<file path="config.mk">
export PLATFORM = sky130hd
export DESIGN_NAME = key_range_ctrl_flat
export DESIGN_NICKNAME = d
export VERILOG_FILES = /design/src/rtl/key_range_ctrl_if.sv /design/src/rtl/key_range_ctrl.sv /design/src/flat_wrapper.sv
export SDC_FILE = /design/constraint.sdc
export NUM_CORES = 1
export LEC_CHECK = 0
export ABC_AREA = 1
export BUFFER_PORTS_ARGS = -buffer_cell sky130_fd_sc_hd__buf_2
export CAP_MARGIN = 20
export CORE_MARGIN = 5
export CORE_UTILIZATION = 65
export DETAILED_ROUTE_END_ITERATION = 7
export GPL_TIMING_DRIVEN = 0
export PLACE_DENSITY = 0.95
export SLEW_MARGIN = 10
export SYNTH_ARGS = -nofsm -noshare
export SYNTH_HDL_FRONTEND = slang
export SYNTH_HIERARCHICAL = 1
export SYNTH_SLANG_ARGS = --single-unit
</file>
<file path="constraint.sdc">
create_clock -name clk -period 5.45 [get_ports clk]
set_clock_uncertainty 0.2 [all_clocks]
set_input_delay 0.8175 -clock clk [delete_from_list [all_inputs] [get_ports clk]]
set_output_delay 0.8175 -clock clk [all_outputs]
set_load 0.05 [all_outputs]
</file>
<file path="src/rtl/key_range_ctrl_if.sv">
// Link between the key front end and the Collatz range block.
interface key_range_ctrl_if;
  logic        go;
  logic [31:0] start;
  logic [11:0] n;
  logic        busy;
  logic        done;

  modport master (output go, start, n, busy, input done);
  modport slave  (input go, start, n, busy, output done);
endinterface

</file>
<file path="src/rtl/key_range_ctrl.sv">
// Pushbutton front end: per-key sync/debounce/auto-repeat lanes feeding a
// two-state launch FSM that owns go/start/n/busy.
module key_range_db #(
  parameter int DEBOUNCE_CYCLES = 500_000,
  parameter int REPEAT_DELAY    = 25_000_000,
  parameter int REPEAT_RATE     = 5_000_000,
  parameter bit REPEAT          = 1'b1
) (
  input  logic clk,
  input  logic reset,
  input  logic key_raw,
  output logic press,
  output logic rep
);
  localparam int DW = $clog2(DEBOUNCE_CYCLES + 1);
  localparam int RMAX = (REPEAT_DELAY > REPEAT_RATE) ? REPEAT_DELAY : REPEAT_RATE;
  localparam int RW = $clog2(RMAX + 1);

  logic [1:0]    sync;
  logic          stable;
  logic [DW-1:0] db_cnt;
  logic [RW-1:0] rep_cnt;
  logic          repeating;
  logic          flip;
  logic          rel;

  assign flip = (sync[1] != stable) && (db_cnt == DW'(DEBOUNCE_CYCLES - 1));
  assign rel  = flip && sync[1];

  always_ff @(posedge clk) begin
    if (reset) begin
      sync      <= 2'b11;
      stable    <= 1'b1;
      db_cnt    <= '0;
      press     <= 1'b0;
      rep       <= 1'b0;
      rep_cnt   <= '0;
      repeating <= 1'b0;
    end else begin
      sync  <= {sync[0], key_raw};
      press <= 1'b0;
      rep   <= 1'b0;
      if (sync[1] != stable) begin
        if (flip) begin
          stable <= sync[1];
          db_cnt <= '0;
          press  <= ~sync[1];
        end else begin
          db_cnt <= db_cnt + 1'b1;
        end
      end else begin
        db_cnt <= '0;
      end
      // A release accepted this edge suppresses any repeat due on the same edge.
      if (!REPEAT || stable || rel) begin
        rep_cnt   <= '0;
        repeating <= 1'b0;
      end else if (rep_cnt == (repeating ? RW'(REPEAT_RATE - 1) : RW'(REPEAT_DELAY - 1))) begin
        rep       <= 1'b1;
        repeating <= 1'b1;
        rep_cnt   <= '0;
      end else begin
        rep_cnt <= rep_cnt + 1'b1;
      end
    end
  end
endmodule

module key_range_ctrl #(
  parameter int DEBOUNCE_CYCLES = 500_000,
  parameter int REPEAT_DELAY    = 25_000_000,
  parameter int REPEAT_RATE     = 5_000_000,
  parameter int N_WORDS         = 256
) (
  input  logic                    clk,
  input  logic                    reset,
  input  logic [3:0]              KEY,
  input  logic [9:0]              SW,
  key_range_ctrl_if.master        rng
);
  localparam int NUM_KEYS = 4;
  localparam int AW = $clog2(N_WORDS);

  typedef enum logic {IDLE, RUN} state_t;

  logic [NUM_KEYS-1:0] press;
  logic [NUM_KEYS-1:0] rep;
  logic [NUM_KEYS-1:0] act;

  for (genvar k = 0; k < NUM_KEYS; k++) begin : g_key
    key_range_db #(
      .DEBOUNCE_CYCLES(DEBOUNCE_CYCLES),
      .REPEAT_DELAY   (REPEAT_DELAY),
      .REPEAT_RATE    (REPEAT_RATE),
      .REPEAT         (k < 2)
    ) u_key (
      .clk    (clk),
      .reset  (reset),
      .key_raw(KEY[k]),
      .press  (press[k]),
      .rep    (rep[k])
    );
  end

  assign act = press | rep;

  state_t        state_q, state_d;
  logic          go_q, go_d;
  logic          busy_q;
  logic [31:0]   start_q, start_d;
  logic [AW-1:0] n_q, n_d;

  always_ff @(posedge clk) begin
    if (reset) begin
      state_q <= IDLE;
      go_q    <= 1'b0;
      busy_q  <= 1'b0;
      start_q <= '0;
      n_q     <= '0;
    end else begin
      state_q <= state_d;
      go_q    <= go_d;
      busy_q  <= (state_d == RUN);
      start_q <= start_d;
      n_q     <= n_d;
    end
  end

  always_comb begin
    state_d = state_q;
    go_d    = 1'b0;
    start_d = start_q;
    n_d     = n_q;
    case (state_q)
      IDLE: begin
        if (act[3]) begin
          go_d    = 1'b1;
          start_d = {22'b0, SW};
          n_d     = '0;
          state_d = RUN;
        end else if (act[2]) begin
          n_d = '0;
        end else if (act[0] && !act[1]) begin
          n_d = n_q + 1'b1;
        end else if (act[1] && !act[0]) begin
          n_d = n_q - 1'b1;
        end
      end
      RUN: begin
        // done coinciding with the go pulse belongs to no run yet.
        if (rng.done && !go_q) state_d = IDLE;
      end
      default: state_d = IDLE;
    endcase
  end

  assign rng.go    = go_q;
  assign rng.start = start_q;
  assign rng.n     = 12'(n_q);
  assign rng.busy  = busy_q;
endmodule

</file>
<file path="src/flat_wrapper.sv">
// flat-port wrapper written by rule: the top's interface ports become plain ports
module key_range_ctrl_flat 
#(
  parameter int DEBOUNCE_CYCLES = 500_000,
  parameter int REPEAT_DELAY    = 25_000_000,
  parameter int REPEAT_RATE     = 5_000_000,
  parameter int N_WORDS         = 256
)
  (clk, reset, KEY, SW, rng_go, rng_start, rng_n, rng_busy, rng_done);
  key_range_ctrl_if rng_i ();
  input  logic clk;
  input  logic reset;
  input  logic [3:0] KEY;
  input  logic [9:0] SW;
  output wire logic [$bits(rng_i.go)-1:0] rng_go;
  output wire logic [$bits(rng_i.start)-1:0] rng_start;
  output wire logic [$bits(rng_i.n)-1:0] rng_n;
  output wire logic [$bits(rng_i.busy)-1:0] rng_busy;
  input wire logic [$bits(rng_i.done)-1:0] rng_done;
  assign rng_go = rng_i.go;
  assign rng_start = rng_i.start;
  assign rng_n = rng_i.n;
  assign rng_busy = rng_i.busy;
  assign rng_i.done = rng_done;
  key_range_ctrl #(.DEBOUNCE_CYCLES(DEBOUNCE_CYCLES), .REPEAT_DELAY(REPEAT_DELAY), .REPEAT_RATE(REPEAT_RATE), .N_WORDS(N_WORDS)) u_core (.clk(clk), .reset(reset), .KEY(KEY), .SW(SW), .rng(rng_i));
endmodule
</file>
; Word level (Yosys, flattened, before mapping)
; Cells that the tools add are included.
[totals]
reg_bits = 166
wordCells = 103
[classes]
add_sub_neg = 8
n_eq_ne = 10
muxes = 11
bitwise = 14
n_reduce_logical = 34
[op_table]
columns = cell, count
row1 = adder 19 x 1 -> 19 bit (second input constant), 4
row2 = == test 19 bit (second input constant), 4
row3 = adder 25 x 1 -> 25 bit (second input constant), 2
row4 = == test 25 bit, 2
row5 = two-way mux 25 bit, 2
row6 = two-way mux 8 bit, 4
row7 = OR reduction 3 bit, 10
row8 = NOT 1 bit, 13
row9 = AND reduction 2 bit, 6
row10 = logical AND 1 bit, 9
row11 = adder 8 x 1 -> 8 bit (second input constant), 1
row12 = subtractor 8 x 1 -> 8 bit (second input constant), 1
row13 = OR reduction 2 bit, 3
row14 = two-way mux 1 bit, 4
row15 = != test 1 bit, 4
row16 = OR 4 x 2 -> 4 bit, 1
row17 = nonzero test 4 bit, 1
row18 = zero test 1 bit, 3
row19 = logical OR 1 bit, 2
row20 = case mux 1 bit (2 select lines), 1

; Depth between registers and ports, before layout
[logic_depth]
word_depth = 7
depth_mapped = 11

; Cells and area by module
; The synthesis kept the hierarchy.
[modules_own_cells]
columns = mod, n_inst, cells_per_inst, area_each_um2, seq_area_each_um2
row1 = key_range_db (u_core.g_key[0].u_key ...), 2, 377, 2543.7, 1001.0
row2 = key_range_ctrl, 1, 177, 1292.5, 400.4
row3 = key_range_db (u_core.g_key[3].u_key), 1, 156, 1182.4, 460.4
row4 = key_range_db (u_core.g_key[2].u_key), 1, 165, 1161.1, 460.4

; Least setup slack after synthesis
; No wires, ideal clock.
[synth_timing]
path_type = register to register
start = reg u_core.g_key[0].u_key.rep
end = reg u_core.n_q[4]
arrival_time_ps = 1762
required_time_ps = 5133
path_slack_ps = 3372
path_stages_with_launch = 9
period_less_slack_ps = 2078
path_cell_list = dfxtp_1 > or2_2 > ha_1 > inv_1 > ha_1 > or2_4 > a21oi_1 > nand3b_1 > a21oi_1
[synth_via]
elab_chain_len = 5
[synth_rtl]
columns = item, line
row1 = from (decl), key_range_ctrl.sv:13  ; output logic rep
row2 = from (signal assigned), key_range_ctrl.sv:36  ; rep <= 1'b0;
row3 = from (signal assigned), key_range_ctrl.sv:42  ; rep <= 1'b0;
row4 = from (signal assigned), key_range_ctrl.sv:59  ; rep <= 1'b1;
row5 = OR 4 x 2 -> 4 bit *, key_range_ctrl.sv:105  ; assign act = press | rep;
row6 = logical AND 1 bit / zero test 1 bit (equally long branches), "key_range_ctrl.sv:143, key_range_ctrl.sv:145"
row7 = two-way mux 8 bit / logical AND 1 bit (equally long branches), "key_range_ctrl.sv:143, key_range_ctrl.sv:145"
row8 = two-way mux 8 bit / nonzero test 4 bit (equally long branches), --
row9 = two-way mux 8 bit / AND reduction 2 bit (equally long branches), --
row10 = to (signal assigned), key_range_ctrl.sv:125  ; n_q <= n_d;
row11 = to (decl), key_range_ctrl.sv:111  ; logic [AW-1:0] n_q, n_d;
; Every way passes the cells marked *; elsewhere a longest branch is shown, timed or not.
; A chain may end at the register's enable or synchronous reset.

; Worst setup path in the final report
[layout_timing]
start = reg u_core.g_key[0].u_key.rep
end = reg u_core.n_q[3]
; Same word-level chain as after synthesis.

==> impl_metrics.prom <==
# TYPE chip_impl_metric gauge
chip_impl_info{name="run_status",value="finished clean"} 1
chip_impl_metric{name="switching_power",unit="W"} 0.0005710
chip_impl_metric{name="clock_transition_at_the_register_clock_pins_on_the_worst_setup_and_hold_paths_after_cts",unit="ns"} 0.06
chip_impl_info{name="hold_path_class",value="reg2reg"} 1
chip_impl_metric{name="grt_antenna_before_repair",unit=""} 0
chip_impl_metric{name="max_cap_violations",unit=""} 0
chip_impl_metric{name="initial_core_util",unit="%"} 66.14
chip_impl_info{name="clockRootBuffer",value="clkbuf_16"} 1
chip_impl_info{name="layout.cells.most_common",value="nand2_1"} 1
chip_impl_metric{name="die_width",unit="um"} 125.8
chip_impl_metric{name="synth_cells",unit=""} 1252
chip_impl_metric{name="dr_iter_0_viols",unit=""} 697
chip_impl_metric{name="pre_cts_ws",unit="ns"} 3.170
chip_impl_metric{name="fin_crit",unit="ns"} 2.375
chip_impl_info{name="synth_area_leaders",value="dfxtp_1 38%, nand2_1 12%, nor2_1 12%"} 1
chip_impl_metric{name="power.leakage",unit="nW"} 3.691
chip_impl_metric{name="globalRoute.totalOverflow",unit=""} 0
chip_impl_info{name="cts_tree",value="yes"} 1
chip_impl_metric{name="num-nets-final",unit=""} 1363
chip_impl_metric{name="synth_area_per_cell",unit="um2"} 6.968
chip_impl_metric{name="vias_in_the_first_global_route",unit=""} 7581
chip_impl_metric{name="via_per_inst",unit=""} 5.251
chip_impl_metric{name="hpwl",unit="um"} 13100
chip_impl_metric{name="report.power.total",unit="W"} 0.002574
chip_impl_metric{name="report.final.setup_viol",unit=""} 0
chip_impl_metric{name="power.density",unit="nW/um2"} 262.0
chip_impl_metric{name="ff2ff_setup_slack",unit="ns"} 3.07
chip_impl_metric{name="placement.io_buffers",unit=""} 36
chip_impl_metric{name="cell_variety_after_synth",unit=""} 37
chip_impl_metric{name="post_drt_wl_per_cell",unit="um"} 12.37
chip_impl_info{name="layout_common_cells",value="273 x nand2_1, 269 x nor2_1, 166 x dfxtp_1"} 1
chip_impl_metric{name="post-route-period-util",unit="%"} 43.58
chip_impl_metric{name="layout.core_utilization",unit="%"} 74.46
chip_impl_metric{name="path_max_fanout",unit=""} 6
chip_impl_metric{name="die_extent_in_y",unit="um"} 125.8
chip_impl_metric{name="cts_max_level",unit=""} 4
chip_impl_metric{name="place.gp.congestion",unit=""} 0.8814
chip_impl_metric{name="finalInstanceArea",unit="um2"} 9822
chip_impl_metric{name="postRouteAntennaNets",unit=""} 0
chip_impl_metric{name="cts_setup_buffers",unit=""} 0
chip_impl_metric{name="cts_num_sinks",unit=""} 166
chip_impl_metric{name="synthesis.yosys.warnings",unit=""} 6
chip_impl_metric{name="yosysTopAreaCellShare",unit="%"} 38.10
chip_impl_metric{name="grt_start_max_net_pins",unit=""} 22
chip_impl_metric{name="share_comb_of_total_power",unit="%"} 5.2
chip_impl_info{name="critPathCaptureType",value="flip-flop"} 1
chip_impl_metric{name="clock.fmax",unit="MHz"} 421.0
chip_impl_metric{name="power.share.clock",unit="%"} 47.0
chip_impl_metric{name="timing_hold_violations_final",unit=""} 0
chip_impl_metric{name="synth_seq_cells",unit=""} 166
chip_impl_metric{name="seq_power_share",unit="%"} 47.8
chip_impl_info{name="start_kind",value="flip-flop"} 1
chip_impl_metric{name="worstSkewPairLatency",unit="ns"} 0.42
chip_impl_metric{name="critical_path_required",unit="ns"} 5.60
chip_impl_metric{name="cts.hold.buffers_added",unit=""} 0
chip_impl_metric{name="fin_setup_tns",unit="ns"} 0
chip_impl_metric{name="detailedRoute.firstPassIterationCount",unit=""} 7
chip_impl_metric{name="critical_path_arrival",unit="ns"} 2.52
chip_impl_metric{name="post_synth_instance_area",unit="um2"} 8723
chip_impl_metric{name="global_route.usage.total",unit="%"} 24.04
chip_impl_metric{name="remaining_drc_errors",unit=""} 0
chip_impl_metric{name="swShare",unit="%"} 22.19
chip_impl_metric{name="die-area",unit="um2"} 15840
chip_impl_metric{name="insertedDiodeCount",unit=""} 0
chip_impl_metric{name="grt_pass1_wl",unit="um"} 32630
chip_impl_metric{name="flow.area_growth_from_synthesis",unit="%"} 12.59
chip_impl_metric{name="final_layout_size_suffix_gt1_share",unit="%"} 13.54
chip_impl_metric{name="cts_max_path_buffers",unit=""} 2
chip_impl_metric{name="cts_buffers",unit=""} 17
chip_impl_metric{name="core_area",unit="um2"} 13190
chip_impl_metric{name="ys_seq_area_share",unit="%"} 38.10
chip_impl_info{name="path_class",value="reg2reg"} 1
chip_impl_metric{name="drv_slew",unit=""} 0
chip_impl_metric{name="drt-total-wl",unit="um"} 18800
chip_impl_metric{name="dpl_cell_area",unit="um2"} 9218
chip_impl_metric{name="p_int",unit="W"} 0.002003
chip_impl_info{name="post-synth-top-area-cell",value="dfxtp_1"} 1
chip_impl_info{name="grt_setup_unrepaired",value="no"} 1
chip_impl_metric{name="pin_count",unit=""} 63
chip_impl_metric{name="worst_slack",unit="ns"} 3.075
chip_impl_metric{name="detailroute.via_count",unit=""} 7982
chip_impl_metric{name="ir_drop",unit="mV"} 0.2111
chip_impl_metric{name="rows",unit=""} 42
chip_impl_metric{name="cts-resized-gates",unit=""} 0
==> registers in the layout, summed over array words and instances (netlist names) <==
signal / flops
u_core/rng.go: 1
u_core/g_key.u_key/rep_cnt: 50
u_core/g_key.u_key/stable: 4
u_core/g_key.u_key/press: 4
u_core/g_key.u_key/sync: 8
u_core/rng.start: 10
u_core/g_key.u_key/db_cnt: 76
u_core/rng.busy: 1
u_core/g_key.u_key/repeating: 2
u_core/n_q: 8
u_core/g_key.u_key/rep: 2
==> through the flow <==
stage               instances  hold WS [ns]
floorplan                1277        0.1895
global placement         1489        0.1912
detailed placement       1489        0.2108
CTS                      1520        0.2226
global route             1520        0.2342
finish                   1520        0.2187
==> critical path: stages (launching register included) <==
cell	delay, ns
dfxtp_1	0.29
or2_2	0.31
ha_1	0.26
inv_1	0.20
ha_1	0.29
or2_4	0.25
nand2_1	0.12
xnor2_1	0.15
nand2_1	0.08
a21oi_1	0.14
==> layout make-up <==
| cell class | instances | area [um2] |
|---|---|---|
| multi-input cells | 923 | 4612 |
| fillers | 895 | 3368 |
| flip-flops and latches | 166 | 3323 |
| inverters | 148 | 555.5 |
| clock buffers | 24 | 511.7 |
| plain buffers | 40 | 326.6 |
| well taps | 176 | 220.2 |
| repair buffers | 36 | 180.2 |
| clock inverters | 7 | 92.59 |
==> Yosys cell counts <==
cell type and n:
conb_1 3, buf_2 1, nand4_1 30, and2_1 2, nand3_2 7, nor2_2 22
nand4_2 1, nor2_1 269, nor3_1 14, buf_4 32, nand3_1 82, nand3b_1 6
o21bai_1 2, inv_2 4, nand2_1 273, o21ai_0 16, clkbuf_2 1, buf_6 5
or2_1 1, dfxtp_1 166, nand3b_4 1, inv_1 142, a21oi_4 1, nand3_4 6
or2_4 2, xor2_1 42, a21oi_2 1, a21oi_1 40, clkinv_1 2, or2_0 3
buf_12 1, or2_2 14, ha_1 13, nor2_4 8, fa_1 1, nand2_2 9
xnor2_1 29
==> per-layer routing <==
layer	GRT usage, %	vias up	wire (um)
li1	-	4003	-
met3	4.530	44	1315
met4	9.842	0	402
met1	28.74	3632	7877
met2	42.51	303	9200
met5	0	-	0
==> kinds of logic (layout without fill, tap and decap cells) <==
kind of cell | Yosys count | after routing | share of synthesized area [%]
AND/OR/NAND/NOR | 750 | 750 | 38.77
buffers and inverters | 188 | 255 | 10.11
flip-flops | 166 | 166 | 38.10
XOR/XNOR | 71 | 71 | 7.128
AO/OA/AOI/OAI | 60 | 60 | 3.672
adder cells (fa/ha/maj) | 14 | 14 | 2.094
other | 3 | 28 | 0.1291
==> path summary, 6_finish.rpt <==
path / startpoint / end / cells after the start
worst min-delay path: u_core/g_key[1].u_key/sync[0] / u_core/g_key[1].u_key/sync[1] / 1
worst max register to register: u_core/g_key[0].u_key/rep / u_core/n_q[3] / 9
worst max-delay path: u_core/g_key[0].u_key/rep / u_core/n_q[3] / 9
worst min register to register: u_core/g_key[1].u_key/sync[0] / u_core/g_key[1].u_key/sync[1] / 1
==> power by group through the flow <==
stage,clock network [W],registers [W],logic (W)
2_1_floorplan,0,0.00128,0.0000827
3_3_place_gp,0,0.00126,0.000130
3_5_place_dp,0,0.00126,0.000131
4_1_cts,0.00122,0.00123,0.000132
5_1_grt,0.00128,0.00123,0.000141
6_report,0.00121,0.00123,0.000133
No activity file was read; power rests on OpenSTA's default activity.
